### config.mk
export PLATFORM = sky130hd
export DESIGN_NAME = onehot_dispatch
export DESIGN_NICKNAME = d
export VERILOG_FILES = /design/src/rtl/onehot_dispatch_pkg.sv /design/src/rtl/dispatch_hold_counter.sv /design/src/rtl/onehot_dispatch.sv
export SDC_FILE = /design/constraint.sdc
export NUM_CORES = 1
export LEC_CHECK = 0
export ABC_AREA = 1
export CAP_MARGIN = 10
export CORE_ASPECT_RATIO = 0.6
export CORE_UTILIZATION = 45
export DETAILED_ROUTE_END_ITERATION = 8
export PLACE_DENSITY = 0.75
export RECOVER_POWER = 100
export SYNTH_ARGS = -nofsm -noshare
export SYNTH_HDL_FRONTEND = slang
export SYNTH_SLANG_ARGS = --single-unit
### constraint.sdc
create_clock -name clk -period 1.55 [get_ports clk]
set_input_delay 0.2325 -clock clk [delete_from_list [all_inputs] [get_ports clk]]
set_output_delay 0.2325 -clock clk [all_outputs]
set_load 0.03 [all_outputs]
### src/rtl/onehot_dispatch_pkg.sv
// Shared types, default sizing constants and the index-to-line decoder for onehot_dispatch.
// Latency: n/a (declarations only).
// Backpressure: n/a.
package onehot_dispatch_pkg;

  typedef enum logic [1:0] {
    IDLE  = 2'd0,
    DRIVE = 2'd1,
    WAIT  = 2'd2,
    DONE  = 2'd3
  } state_t;

  localparam int DEF_IDX_W   = 3;
  localparam int DEF_HOLD    = 4;
  localparam int DEF_TIMEOUT = 16;

  // Widest decode the helper supports; callers size-cast down to their own N.
  localparam int MAX_N = 256;

  function automatic logic [MAX_N-1:0] onehot(input logic [7:0] idx);
    logic [MAX_N-1:0] one;
    one = {{(MAX_N-1){1'b0}}, 1'b1};
    return one << idx;
  endfunction

endpackage

### src/rtl/dispatch_hold_counter.sv
// Loadable down-counter with zero flag; shared by the line-hold and WAIT-timeout counts.
// Latency: load/dec take effect at the next clock edge; zero_o is decoded from the register.
// Backpressure: none; load has priority over dec.
//
// Ports: clk, rst_n (async active-low), load_i/load_val_i (preset), dec_i (count down
// when nonzero), zero_o (count register is zero).
module dispatch_hold_counter #(
  parameter int W = 4
) (
  input  logic         clk,
  input  logic         rst_n,
  input  logic         load_i,
  input  logic [W-1:0] load_val_i,
  input  logic         dec_i,
  output logic         zero_o
);

  logic [W-1:0] cnt_q, cnt_d;

  always_comb begin
    cnt_d = cnt_q;
    if (load_i) begin
      cnt_d = load_val_i;
    end else if (dec_i && (cnt_q != '0)) begin
      cnt_d = cnt_q - 1'b1;
    end
  end

  always_ff @(posedge clk or negedge rst_n) begin
    if (!rst_n) cnt_q <= '0;
    else        cnt_q <= cnt_d;
  end

  assign zero_o = (cnt_q == '0);

endmodule

### src/rtl/onehot_dispatch.sv
// Index-to-line dispatcher: accepts a binary index, drives its one-hot line for HOLD cycles,
// waits for that line's ack, then pulses done_o. Accept-to-accept spacing is at least HOLD+2.
// Backpressure: in_ready is high only in IDLE with en set; the source holds in_valid/in_idx.
//
// Ports: clk, rst_n (async active-low); en, in_valid/in_ready/in_idx (request handshake);
// ack_i (per-line level ack); y (registered one-hot drive); done_o/done_idx (completion);
// timeout_o (abort pulse).
// Build option: define ONEHOT_DISPATCH_TIMEOUT_EN to bound WAIT to TIMEOUT cycles; without
// it WAIT is unbounded and timeout_o is tied low.
module onehot_dispatch
  import onehot_dispatch_pkg::*;
#(
  parameter int IDX_W   = DEF_IDX_W,
  parameter int HOLD    = DEF_HOLD,
  parameter int TIMEOUT = DEF_TIMEOUT
) (
  input  logic                  clk,
  input  logic                  rst_n,
  input  logic                  en,
  input  logic                  in_valid,
  output logic                  in_ready,
  input  logic [IDX_W-1:0]      in_idx,
  input  logic [(1<<IDX_W)-1:0] ack_i,
  output logic [(1<<IDX_W)-1:0] y,
  output logic                  done_o,
  output logic [IDX_W-1:0]      done_idx,
  output logic                  timeout_o
);

  localparam int N       = 1 << IDX_W;
  localparam int CNT_MAX = (HOLD > TIMEOUT) ? HOLD : TIMEOUT;
  localparam int CNT_W   = $clog2(CNT_MAX + 1);

  state_t           state_q, state_d;
  logic [IDX_W-1:0] idx_q, idx_d;
  logic [N-1:0]     y_q, y_d;
  logic             ack_seen_q, ack_seen_d;
  logic             done_q, done_d;
  logic [IDX_W-1:0] done_idx_q, done_idx_d;

  logic             cnt_load;
  logic [CNT_W-1:0] cnt_load_val;
  logic             cnt_dec;
  logic             cnt_zero;
  logic             ack_hit;

`ifdef ONEHOT_DISPATCH_TIMEOUT_EN
  logic timeout_q, timeout_d;
`endif

  // Only the addressed line's ack matters; all other lines are ignored.
  assign ack_hit = ack_i[idx_q];

  // Gated by rst_n so the source never sees ready while the block is held in reset.
  assign in_ready = (state_q == IDLE) && en && rst_n;

  always_comb begin
    state_d      = state_q;
    idx_d        = idx_q;
    y_d          = y_q;
    ack_seen_d   = ack_seen_q;
    done_d       = 1'b0;
    done_idx_d   = done_idx_q;
    cnt_load     = 1'b0;
    cnt_load_val = CNT_W'(HOLD - 1);
    cnt_dec      = 1'b0;
`ifdef ONEHOT_DISPATCH_TIMEOUT_EN
    timeout_d    = 1'b0;
`endif
    case (state_q)
      IDLE: begin
        if (in_valid && in_ready) begin
          idx_d      = in_idx;
          y_d        = N'(onehot(8'(in_idx)));
          ack_seen_d = 1'b0;
          cnt_load   = 1'b1;
          state_d    = DRIVE;
        end
      end
      DRIVE: begin
        if (ack_hit) ack_seen_d = 1'b1;
        if (!cnt_zero) begin
          cnt_dec = 1'b1;
        end else begin
          y_d = '0;
          // An ack caught at any point of the hold, including its last cycle, skips WAIT.
          if (ack_seen_q || ack_hit) begin
            state_d    = DONE;
            done_d     = 1'b1;
            done_idx_d = idx_q;
          end else begin
            state_d = WAIT;
`ifdef ONEHOT_DISPATCH_TIMEOUT_EN
            cnt_load     = 1'b1;
            cnt_load_val = CNT_W'(TIMEOUT - 1);
`endif
          end
        end
      end
      WAIT: begin
        // Ack wins over a timeout expiring in the same cycle.
        if (ack_hit) begin
          state_d    = DONE;
          done_d     = 1'b1;
          done_idx_d = idx_q;
`ifdef ONEHOT_DISPATCH_TIMEOUT_EN
        end else if (cnt_zero) begin
          state_d    = IDLE;
          timeout_d  = 1'b1;
          done_idx_d = idx_q;
        end else begin
          cnt_dec = 1'b1;
`endif
        end
      end
      DONE: begin
        state_d = IDLE;
      end
      default: begin
        state_d = IDLE;
        y_d     = '0;
      end
    endcase
  end

  always_ff @(posedge clk or negedge rst_n) begin
    if (!rst_n) begin
      state_q    <= IDLE;
      idx_q      <= '0;
      y_q        <= '0;
      ack_seen_q <= 1'b0;
      done_q     <= 1'b0;
      done_idx_q <= '0;
    end else begin
      state_q    <= state_d;
      idx_q      <= idx_d;
      y_q        <= y_d;
      ack_seen_q <= ack_seen_d;
      done_q     <= done_d;
      done_idx_q <= done_idx_d;
    end
  end

`ifdef ONEHOT_DISPATCH_TIMEOUT_EN
  always_ff @(posedge clk or negedge rst_n) begin
    if (!rst_n) timeout_q <= 1'b0;
    else        timeout_q <= timeout_d;
  end
  assign timeout_o = timeout_q;
`else
  assign timeout_o = 1'b0;
`endif

  dispatch_hold_counter #(
    .W (CNT_W)
  ) u_cnt (
    .clk        (clk),
    .rst_n      (rst_n),
    .load_i     (cnt_load),
    .load_val_i (cnt_load_val),
    .dec_i      (cnt_dec),
    .zero_o     (cnt_zero)
  );

  assign y        = y_q;
  assign done_o   = done_q;
  assign done_idx = done_idx_q;

endmodule

==> qor.txt <==
via count -> 1363
Hold WS -> 0.4875 ns
r2r endpoint -> y[7]
gpl congestion -> 0.8669
Synth Area in Simple Gates -> 28.59%
Synth area leaders -> dfrtp_1 (44%), nand2_1 (10%), inv_1 (7.5%)
Worst-Margin Slew -> 0.6146 ns
compound-gate portion of the synthesized area -> 11.65%
cells after synthesis -> 162
floorplan core area -> 2628 um^2
largest net degree at the start of global routing -> 24
multi-input logic area -> 744.5 um^2
Tmin final -> 1.703 ns
crit-path most repeated cell -> nand2_2
Syn Area/Cell -> 8.025 um^2
P per Cell Area -> 2314 nW/um^2
Antenna Cells -> 0
setup ws final -> -0.1534 ns
hold_buf cts -> 0
WL per Instance -> 16.68 um
endpoints failing setup -> 18
post-synthesis mux area share -> 0%
xor/xnor cell area share of the yosys netlist -> 0%
Setup Skew -> 0.006498 ns
full die area -> 3115 um^2
Final nets -> 236
sequential element share of the synthesized area -> 44.27%
Yosys reg bits -> 23
Clk network pwr share -> 7.9%
sequential share of power -> 22.4%
RSZ-0062 raised after global routing -> yes
Psw -> 2.209 mW
maximum VDD drop -> 0.001322 V
vias in the first global route -> 1307
FF-to-FF Start -> u_cnt.cnt_q[1]
# IOs -> 29
DRT Pass-1 Iters -> 6
Detail Route Antenna Nets -> 0
register area -> 578.1 um^2
Crit Path Class -> reg2reg
clock sink total -> 23
worst skew pair latency -> 0.27 ns
WL final -> 4.119 mm
DR iter-0 viols -> 65
hold depth -> 2
DR vias/cell -> 5.518
Final Max Tran Viols -> 0
Die W -> 71.39 um
combinational share of power -> 69.7%
row cnt -> 14
DR DRC count -> 1
worst reg-to-reg setup slack -> -0.15 ns
Die Height -> 43.64 um
Most used DFF post-synth -> dfrtp_1
main combinational cell family by area after synthesis -> simple AND/OR/NAND/NOR gates
Synth async-reset ratio -> 100.0%
number of port buffers -> 27
CTS tree -> built
H-tree levels -> 1
# fillers -> 166
Peak Freq -> 587.0 MHz
Synth cell types -> 27
max_cap viols -> 0
startpoint types -> flop
clock root cell -> clkbuf_8
Worst path top cell family by delay -> simple AND/OR/NAND/NOR gates
post-synth top area share -> 44.27%
Post-Place Worst Slack -> -0.2094 ns
Hold Violations, Final -> 0
largest area contributor in the netlist -> dfrtp_1
Net Count, Synth -> 182
CTS buffer count -> 3
Register-to-Register Path Depth -> 12
adder-cell share of the synthesized area -> 4.812%
Leak -> 1.149 nW
grt ovf -> 0
Max clock buf depth -> 2
Slew HR -> 59.03%
status -> finished, violations left
required time worst endpoint -> 1.76 ns
cell internal pwr -> 2.591 mW
CP max-delay cell -> dfrtp_1
CP Cell Sequence -> inv_2 > ha_4 > inv_2 > nor3_4 > nand2_2 > nand2_2 > inv_4 > buf_12 > nor2_4 > buf_12 > nand3_2 > nand2_2
max incr delay on CP -> 0.40 ns
initial antenna violation count -> 0
CP bufs+invs -> 5
first-pass GRT wire length -> 6.210 mm
mapped cell area -> 1300 um^2
Syn-to-layout area delta -> 59.58%
post-detail-place hpwl -> 2.453 mm
Sw Share -> 46.02%
EDFF count, synth -> 0
Crit Path Max Fanout -> 8
failing checks -> design-rule violations, negative setup slack
Ys Warns -> 0
worst hold-check path type -> reg2reg
Final period util -> 109.9%
gr usage total -> 27.42%
Arr. time, crit path -> 1.91 ns
clock-pin slew on the worst setup and hold paths -> 0.08 ns
most frequent cells in the layout -> nand2_1 (31), inv_1 (21), dfrtp_1 (21)
hold wc startpoint -> done_idx[1]
Hold Path Sink -> done_idx[1]
commonest non-fill, non-tap cell in the layout -> nand2_1
layout cells sized above 1 -> 36.28%
crit end category -> flop
Starting Density -> 49.48%
cells in the mapped netlist, types with 2 or more instances:
| cell type | n |
|---|---|
| buf_4 | 2 |
| nand3_2 | 2 |
| nand2_1 | 35 |
| nand2_2 | 6 |
| nand2_4 | 2 |
| o21ai_0 | 15 |
| o21ai_1 | 2 |
| dfrtp_1 | 23 |
| nand3_1 | 18 |
| ha_1 | 5 |
| nor2_1 | 7 |
| a21oi_1 | 4 |
| inv_1 | 26 |
| inv_2 | 2 |
cell families after synthesis:
group           Yosys count
simple gates             75
other cells               1
fa+ha+maj                 5
flops                    23
buf+inv                  32
compound gates           26
worst max-delay path by stage:
stage	cells past startpoint	end	start	slack, ns
after global routing	12	y[7]	u_cnt.cnt_q[1]	-0.20
after detailed placement	8	y[6]	rst_n	-0.21
final	12	y[7]	u_cnt.cnt_q[1]	-0.15
after global placement	8	y[6]	rst_n	-0.16
after CTS	5	in_ready	state_q[1]	-0.04
after floorplan	9	y[0]	state_q[1]	-0.01
timing repair:
action                                  in CTS  in global routing
setup buffers                                6                  3
hold endpoints to repair                     0                  0
endpoints found under the setup margin      15                 27
pin swaps                                    4                 10
gates resized for setup                     17                 34
gates cloned                                 1                  0
routing by layer:
metal / track usage (%) / share of wire, % / vias to the layer above
met3: 6.047 / 7.4 / 17
met1: 34.97 / 41 / 662
met2: 48.00 / 48 / 61
li1: - / - / 623
met4: 7.600 / 3.3 / 0
met5: 0 / 0 / -
final cells by class:
cell class | instances | share of cell area [%]
multi-input cells | 107 | 35.89
flip-flops and latches | 23 | 27.86
repair buffers | 53 | 26.96
inverters | 28 | 5.187
clock buffers | 4 | 2.171
well taps | 32 | 1.930
metrics by stage:
stage               instances  setup TNS [ns]  instance area, um^2  power [mW]  utilization, %
finish                    247          -1.525                 2074       4.801           78.95
global route              247          -2.552                 2074       5.061           78.95
CTS                       244         -0.2812                 1939       4.277           73.81
detailed placement        233          -2.143                 1728       3.356           65.76
global placement          233          -1.370                 1728       3.247           65.76
floorplan                 162         -0.1137                 1318       2.500               -
power groups by stage:
stage               Combinational (mW)  Clock, mW  Sequential [mW]
floorplan                         1.31          0             1.19
global placement                  2.23          0             1.02
detailed placement                2.32          0             1.03
CTS                               2.87      0.379             1.03
global route                      3.57      0.399             1.10
finish                            3.35      0.378             1.08
state kept, by name, indices dropped and copies added (netlist names):
register,count
u_cnt.cnt_q,5
idx_q,3
y,8
ack_seen_q,1
done_o,1
state_q,2
done_idx,3
worst register-to-register path, stage by stage, from the launching register on:
cell     delay [ns]
dfrtp_1        0.40
inv_2          0.08
ha_4           0.13
inv_2          0.05
nor3_4         0.14
nand2_2        0.08
nand2_2        0.12
inv_4          0.07
buf_12         0.14
nor2_4         0.12
buf_12         0.14
nand3_2        0.08
nand2_2        0.09
Power figures use the tool's default switching activity.
